===== src/rtl/instr_fetch_unit_pkg.sv =====
// Shared types and defaults for the instruction fetch unit: FSM state encoding,
// reset PC, instruction width and the ack timeout.
package instr_fetch_unit_pkg;

  localparam int          INSTR_W      = 32;
  localparam int          ADDR_W_DEF   = 32;
  localparam logic [31:0] RESET_PC_DEF = 32'h0000_0000;
  localparam int          TIMEOUT_DEF  = 255;
  localparam int          TIMER_W      = 8;

  typedef enum logic [1:0] {
    ST_IDLE = 2'd0,
    ST_REQ  = 2'd1,
    ST_WAIT = 2'd2,
    ST_HOLD = 2'd3
  } fetch_state_e;

endpackage


===== src/rtl/instr_fetch_unit_timeout.sv =====
// Cycle counter for an outstanding memory request; o_tc flags the last
// cycle the fetch may wait for imem_ack before it is abandoned.
module fetch_timeout_counter
  import instr_fetch_unit_pkg::*;
#(
  parameter int TIMEOUT = TIMEOUT_DEF
) (
  input  logic clk,
  input  logic rst,
  input  logic i_clr,
  input  logic i_en,
  output logic o_tc
);

  logic [TIMER_W-1:0] r_count;

  // NOTE: sequential state uses non-blocking assignments so every flop samples pre-edge values.
  always_ff @(posedge clk or posedge rst) begin
    if (rst) begin
      r_count <= '0;
    end else if (i_clr) begin
      r_count <= '0;
    end else if (i_en) begin
      r_count <= r_count + TIMER_W'(1);
    end
  end

  // Terminal count on the TIMEOUT-th cycle without an ack.
  assign o_tc = (r_count == TIMER_W'(TIMEOUT - 1));

endmodule


===== src/rtl/instr_fetch_unit.sv =====
// Fetch stage: issues word reads for the current PC over req/ack and hands
// the instruction to decode over valid/ready; flush discards in-flight work.
module instr_fetch_unit
  import instr_fetch_unit_pkg::*;
#(
  parameter int                ADDR_W   = ADDR_W_DEF,
  parameter logic [ADDR_W-1:0] RESET_PC = ADDR_W'(RESET_PC_DEF),
  parameter int                TIMEOUT  = TIMEOUT_DEF
) (
  input  logic               clk,
  input  logic               rst,
  input  logic [ADDR_W-1:0]  pc,
  input  logic               flush,
  output logic               imem_req,
  output logic [ADDR_W-1:0]  imem_addr,
  input  logic               imem_ack,
  input  logic [INSTR_W-1:0] imem_rdata,
  output logic [INSTR_W-1:0] instr,
  output logic [ADDR_W-1:0]  instr_pc,
  output logic               instr_valid,
  input  logic               instr_ready,
  output logic [ADDR_W-1:0]  default_new_pc,
  output logic               stall,
  output logic               fetch_err
);

  fetch_state_e       r_state, w_next;
  logic [ADDR_W-1:0]  r_fetch_addr;
  logic [INSTR_W-1:0] r_instr;
  logic [ADDR_W-1:0]  r_instr_pc;
  logic               r_valid, r_err, r_drop;

  logic w_latch_pc, w_capture, w_clear_valid, w_set_err;
  logic w_set_drop, w_clr_drop, w_timer_en, w_timer_clr, w_stall, w_tc;
  logic w_unused;

  // Low PC bits are dropped by forced word alignment.
  assign w_unused = ^pc[1:0];

  fetch_timeout_counter #(.TIMEOUT(TIMEOUT)) u_timeout (
    .clk   (clk),
    .rst   (rst),
    .i_clr (w_timer_clr),
    .i_en  (w_timer_en),
    .o_tc  (w_tc)
  );

  always_ff @(posedge clk or posedge rst) begin
    if (rst) r_state <= ST_IDLE;
    else     r_state <= w_next;
  end

  always_comb begin
    // NOTE: every output of this block gets a default first, so no path can infer a latch.
    w_next        = r_state;
    w_latch_pc    = 1'b0;
    w_capture     = 1'b0;
    w_clear_valid = 1'b0;
    w_set_err     = 1'b0;
    w_set_drop    = 1'b0;
    w_clr_drop    = 1'b0;
    w_timer_en    = 1'b0;
    w_timer_clr   = 1'b1;
    w_stall       = 1'b1;
    case (r_state)
      ST_IDLE: begin
        w_latch_pc = 1'b1;
        w_clr_drop = 1'b1;
        w_stall    = 1'b0;
        w_next     = ST_REQ;
      end
      ST_REQ, ST_WAIT: begin
        if (imem_ack) begin
          // A flush seen now or earlier in this request turns the data into a discard.
          if (flush || r_drop) begin
            w_next = ST_IDLE;
          end else begin
            w_capture = 1'b1;
            w_next    = ST_HOLD;
          end
        end else if (w_tc) begin
          w_set_err = 1'b1;
          w_next    = ST_IDLE;
        end else begin
          w_timer_clr = 1'b0;
          w_timer_en  = 1'b1;
          w_set_drop  = flush;
          w_next      = ST_WAIT;
        end
      end
      ST_HOLD: begin
        if (flush) begin
          w_clear_valid = 1'b1;
          w_next        = ST_IDLE;
        end else if (instr_ready) begin
          w_clear_valid = 1'b1;
          w_stall       = 1'b0;
          w_next        = ST_IDLE;
        end
      end
      default: w_next = ST_IDLE;
    endcase
  end

  always_ff @(posedge clk or posedge rst) begin
    if (rst) begin
      r_fetch_addr <= RESET_PC;
      r_instr      <= '0;
      r_instr_pc   <= RESET_PC;
      r_valid      <= 1'b0;
      r_err        <= 1'b0;
      r_drop       <= 1'b0;
    end else begin
      if (w_latch_pc) r_fetch_addr <= {pc[ADDR_W-1:2], 2'b00};
      if (w_capture) begin
        r_instr    <= imem_rdata;
        r_instr_pc <= r_fetch_addr;
        r_valid    <= 1'b1;
      end else if (w_clear_valid) begin
        r_valid <= 1'b0;
      end
      if (w_set_err)       r_err  <= 1'b1;
      if (w_set_drop)      r_drop <= 1'b1;
      else if (w_clr_drop) r_drop <= 1'b0;
    end
  end

  assign imem_req       = (r_state == ST_REQ) || (r_state == ST_WAIT);
  assign imem_addr      = r_fetch_addr;
  assign instr          = r_instr;
  assign instr_pc       = r_instr_pc;
  assign instr_valid    = r_valid;
  assign default_new_pc = r_fetch_addr + ADDR_W'(4);
  assign stall          = w_stall;
  assign fetch_err      = r_err;

endmodule


===== config.mk =====
export PLATFORM = sky130hd
export DESIGN_NAME = instr_fetch_unit
export DESIGN_NICKNAME = d
export VERILOG_FILES = /design/src/rtl/instr_fetch_unit_pkg.sv /design/src/rtl/instr_fetch_unit_timeout.sv /design/src/rtl/instr_fetch_unit.sv
export SDC_FILE = /design/constraint.sdc
export NUM_CORES = 1
export LEC_CHECK = 0
export CAP_MARGIN = 15
export CELL_PAD_IN_SITES_DETAIL_PLACEMENT = 0
export CELL_PAD_IN_SITES_GLOBAL_PLACEMENT = 1
export CORE_MARGIN = 5
export CORE_UTILIZATION = 35
export CTS_BUF_LIST = sky130_fd_sc_hd__clkbuf_4 sky130_fd_sc_hd__clkbuf_8
export DETAILED_ROUTE_END_ITERATION = 10
export DONT_BUFFER_PORTS = 1
export PLACE_DENSITY_LB_ADDON = 0.1
export SLEW_MARGIN = 20
export SYNTH_ARGS = -nofsm -noshare
export SYNTH_HDL_FRONTEND = slang
export SYNTH_SLANG_ARGS = --single-unit

===== constraint.sdc =====
create_clock -name clk -period 6.1 [get_ports clk]
set_clock_uncertainty 0.05 [all_clocks]
set_input_delay 0.61 -clock clk [delete_from_list [all_inputs] [get_ports clk]]
set_output_delay 0.61 -clock clk [all_outputs]
set_load 0.005 [all_outputs]

# Word-level counts from Yosys, hierarchy flattened
# Index checks and enable logic that the tools add are counted.
dict set report totals {
  romBits 0
  wordCells 55
  latch_bits 0
  ff_bits 105
  inputBits 69
  output_inout_bits 132
  n_memories 0
  ramBits 0
}
dict set report op_classes {
  bitwise 0
  n_div 0
  n_mux 33
  n_lt_le_gt_ge 0
  eq_ne 5
  shift 0
  add_sub_neg 2
  n_reduce_logical 7
  n_mul 0
}
# operator n
set op_table {}
lappend op_table {{32-bit by 3-bit adder with 32-bit output, second input constant} 1}
lappend op_table {{1-bit 2-to-1 mux} 24}
lappend op_table {{8-bit 2-to-1 mux} 2}
lappend op_table {{2-bit 2-to-1 mux} 5}
lappend op_table {{8-bit by 1-bit adder with 8-bit output, second input constant} 1}
lappend op_table {{8-bit equality test, second input constant} 1}
lappend op_table {{2-bit one-hot mux with 3 select lines} 1}
lappend op_table {{2-bit nonzero test} 3}
lappend op_table {{2-bit equality test, second input constant} 2}
lappend op_table {{3-bit != test, second input constant} 1}
lappend op_table {{2-bit by 1-bit equality test with 1-bit output, second input constant} 1}
lappend op_table {{2-bit logical NOT} 1}
lappend op_table {{1-bit logical OR} 2}
lappend op_table {{1-bit one-hot mux with 2 select lines} 1}
lappend op_table {{2-bit OR reduction} 1}

# Depth between registers and ports, before layout
dict set report depth {
  depth_word 6
  ltp_mapped 7
  mapped_depth_nobuf 6
}

# By module
# Synthesis repeated with hierarchy kept, for this count alone.
dict set report hier_totals {
  cells_unflattened 366
  hier_area_um2 4737.0
}
# mod instances area_per_inst_um2 seq_area_each_um2 cells_per_inst
set by_module_without_submodules {}
lappend by_module_without_submodules {instr_fetch_unit 1 4330.4 2427.3 324}
lappend by_module_without_submodules {fetch_timeout_counter 1 406.6 200.2 42}

# Worst setup path after synthesis
# OpenSTA, ideal clock, no wires.
dict set report synth_timing {
  path_kind {register to output}
  from {register r_fetch_addr[2] (netlist: imem_addr[2])}
  to {output port default_new_pc[18]}
  required_time_ps 5440
  stages_incl_launch_ff 6
  arrival_ps 1372
  path_slack_ps 4068
  n_path_buf 0
  cell_sequence {dfrtp_1 ha_1 nand3_2 or3_4 nor2_2 xor2_1}
}
dict set report synth_between {
  elab_chain_len 1
}
# element line_no
set synth_lines {}
lappend synth_lines {{start: declaration} instr_fetch_unit.sv:28} ;# logic [ADDR_W-1:0] r_fetch_addr;
lappend synth_lines {{start signal: assignment} instr_fetch_unit.sv:114} ;# if (w_latch_pc) r_fetch_addr <= {pc[ADDR_W-1:2], 2'b00};
lappend synth_lines {{32-bit by 3-bit adder with 32-bit output} instr_fetch_unit.sv:133} ;# assign default_new_pc = r_fetch_addr + ADDR_W'(4);
lappend synth_lines {{end: declaration} instr_fetch_unit.sv:22} ;# output logic [ADDR_W-1:0] default_new_pc,
# Every way passes these cells.

# Worst setup path in the final report
dict set report layout_timing {
  from {register r_fetch_addr[3] (netlist: imem_addr[3])}
  to {output port default_new_pc[28]}
}
# Same word-level chain as after synthesis.

==> flow_summary_export.csv <==
group,metric,value,unit
run_status,status,"finished, final reports clean",
critical_path,r2r_start,"r_state[1]$_DFFE_PP0P_",
detailed_routing,via_per_inst,5.108,
yosys,synthesis.area,4664,µm²
critical_path,reg2reg_slack,3540,ps
critical_path,crit_chain,"ha_1 -> nand3_2 -> nor3_2 -> nand4_1 -> xnor2_1",
yosys,ys.flop_type,"dfrtp_1",
clock_tree,cts_made_buffers,9,
yosys,synth_edf_count,0,
clock_tree,clock_sinks,105,
min_path,hold_path_class,"in -> async",
placed_design,post-dp-hpwl,7965,µm
yosys,ys_ff_latch,105,
clock_tree,cts_setup_buffers,0,
placed_design,place.gp.congestion,0.7432,
floorplan,start_util,0.3550,
clock_tree,h-tree-depth,3,
critical_path,crit_path_start_kind,"register",
power_and_ir_drop,powerDensity,535.0,nW/µm²
clock_tree,cts-root-buf,"clkbuf_8",
critical_path,cp.required,5440,ps
yosys,synth_common_cells,"105 x dfrtp_1, 92 x mux2_2, 23 x xnor2_1, 14 x nand3_1",
power_and_ir_drop,ir_worst_vdd,0.2847,mV
finish,fin_cells,529,
yosys,ys_seq_area_frac,0.5633,
detailed_routing,drc_errors,0,
critical_path,worst_ep_arrival_time,2270,ps
power_and_ir_drop,p_leak,2.072,nW
floorplan,ios,201,
global_route,grt_usage,0.1430,
yosys,ys.warnings.count,0,
critical_path,critPathKind,"reg -> out",
yosys,yosysMostFrequentCell,"dfrtp_1",
placed_design,port_buffers,0,
yosys,synthArstFlopShare,1.000,
detailed_routing,ant_nets,0,
sta,tightest_slew,874.6,ps
detailed_routing,vias,2702,
clock_tree,clk_latency,360,ps
global_route,grt_max_degree,61,
clock_tree,cts_tree,"done",
global_route,grt_pass1_wl,17710,µm
detailed_routing,wl,10970,µm
finish,area_delta_synth_final,8.101,%
critical_path,cp_slowest_cell,"dfrtp_1",
detailed_routing,drt_first_pass_iters,4,
global_route,grt_pass1_vias,2908,
critical_path,critPathCaptureType,"primary output",
detailed_routing,wl_per_cell,20.74,µm
sta,max_freq,0.3411,GHz
yosys,syn_inst,348,
finish,drive_gt1_frac,0.3456,
floorplan,row_count,42,
clock_tree,clockBufferDepth,2,
clock_tree,ctsResizeCount,0,
sta,period_minus_slack,2932,ps
sta,relSlewSlack,0.4169,
critical_path,worstRegToRegCells,5,
global_route,globalRoute.totalOverflow,0,
sta,hold_violations,0,
floorplan,core-area,13140,µm²
finish,fin_util,0.3838,
detailed_routing,drtIter0Drc,92,
critical_path,cp_slowest_stage_delay,510,ps
finish,n_antenna_cell,0,
yosys,synth_area_per_cell,13.40,µm²
clock_tree,ctsHoldBuffers,0,
finish,fin_nets,424,
yosys,synth_cell_types,32,
yosys,synth_top_area_share,0.5633,
critical_path,cp_max_fo,7,
global_route,antenna_found_initial,0,
critical_path,timing.rr.end,"instr[3]$_DFFE_PP0P_",
sta,tns,0,ps
yosys,yosysTopAreaCell,"dfrtp_1",
floorplan,dieHeight,125.4,µm
sta,rsz0062_at_grt,"no",
run,cap_viol_max_count,0,
yosys,synth_area_leaders,"dfrtp_1 56%, mux2_2 22%, xnor2_1 4.3%",
clock_tree,clk_pin_slew,100,ps
floorplan,dieArea,15740,µm²
sta,min_period_over_period,0.4806,
floorplan,dieWidth,125.4,µm
placed_design,dp.cells,514,
sta,slew_viol_final,0,
sta,setup_violations,0,
## cell usage in the layout (no fill, tap or decap), drive strengths merged, types with 3 or more instances in the layout
| cell | count |
|---|---|
| a21oi | 3 |
| and3 | 6 |
| clkbuf | 10 |
| conb | 6 |
| dfrtp | 105 |
| ha | 6 |
| inv | 8 |
| mux2 | 92 |
| nand2 | 13 |
| nand3 | 15 |
| nand4 | 15 |
| nor2 | 14 |
| nor3 | 5 |
| o21ai | 7 |
| or3 | 3 |
| xnor2 | 23 |
| xor2 | 9 |
## metrics by stage
stage	hold slack, ps	worst slack [ps]	total power, mW	area (µm²)
2_1_floorplan	401.0	2679	2.008	4683
3_3_place_gp	436.7	3528	2.263	4830
3_5_place_dp	433.0	3490	2.286	4830
4_1_cts	198.1	3047	2.764	5042
5_1_grt	220.1	2994	2.909	5042
6_report	191.7	3168	2.698	5042
## logic make-up (layout without fill, tap and decap cells)
kind of cell | after synthesis | count (layout) | share of synthesized area
compound gates | 13 | 13 | 0.01583
xor+xnor | 32 | 32 | 0.06009
fa+ha+maj | 6 | 6 | 0.01609
buf+inv | 25 | 25 | 0.02682
flops | 105 | 105 | 0.5633
mux | 92 | 92 | 0.2221
other cells | 1 | 6 | 0.0008039
simple gates | 74 | 74 | 0.09496
## power breakdown
part | switching, mW | internal (mW) | leakage, nW | total [mW]
registers | 0.435 | 1.03 | 1.26 | 1.46
clock network | 0.231 | 0.234 | 0.106 | 0.464
logic | 0.330 | 0.441 | 0.706 | 0.770
## state kept, by name, summed over array words and instances, names as in the netlist
name	cells
instr_pc	30
instr	32
fetch_err	1
u_timeout.r_count	8
instr_valid	1
r_drop	1
r_state	2
imem_addr	30
## layer usage
metal,up-vias,track usage,part of all wire
met1,1376,0.1778,0.41
met4,0,0.03061,0.0087
met5,-,0,0
met3,6,0.06354,0.083
li1,1208,-,-
met2,112,0.2313,0.50
## area by class of cell
cell class,instances,area (µm²)
well taps,176,220.2
flip-flops and latches,105,2628
clock inverters,5,81.33
inverters,8,32.53
clock buffers,10,131.4
fillers,1280,8095
multi-input cells,223,1934
repair buffers,2,15.01
## worst max-delay path by stage
stage                                  start                    end  slack, ps
CTS                 imem_addr[3]$_DFFE_PP0N_     default_new_pc[28]       3050
finish              imem_addr[3]$_DFFE_PP0N_     default_new_pc[28]       3170
global route        imem_addr[3]$_DFFE_PP0N_     default_new_pc[28]       2990
detailed placement    r_state[1]$_DFFE_PP0P_   instr[3]$_DFFE_PP0P_       3490
floorplan                                rst  fetch_err$_DFFE_PP0P_       2680
global placement      r_state[0]$_DFFE_PP0P_  instr[20]$_DFFE_PP0P_       3530
## critical path: cells and delay by family (launching register included)
| family | cells | cell delay, ps |
|---|---|---|
| xor gates and xnor gates | 1 | 260 |
| adders and majority gates | 1 | 260 |
| DFF | 1 | 510 |
| and+or+nand+nor | 3 | 880 |
Note: power is estimated with default switching activity, not from simulation.
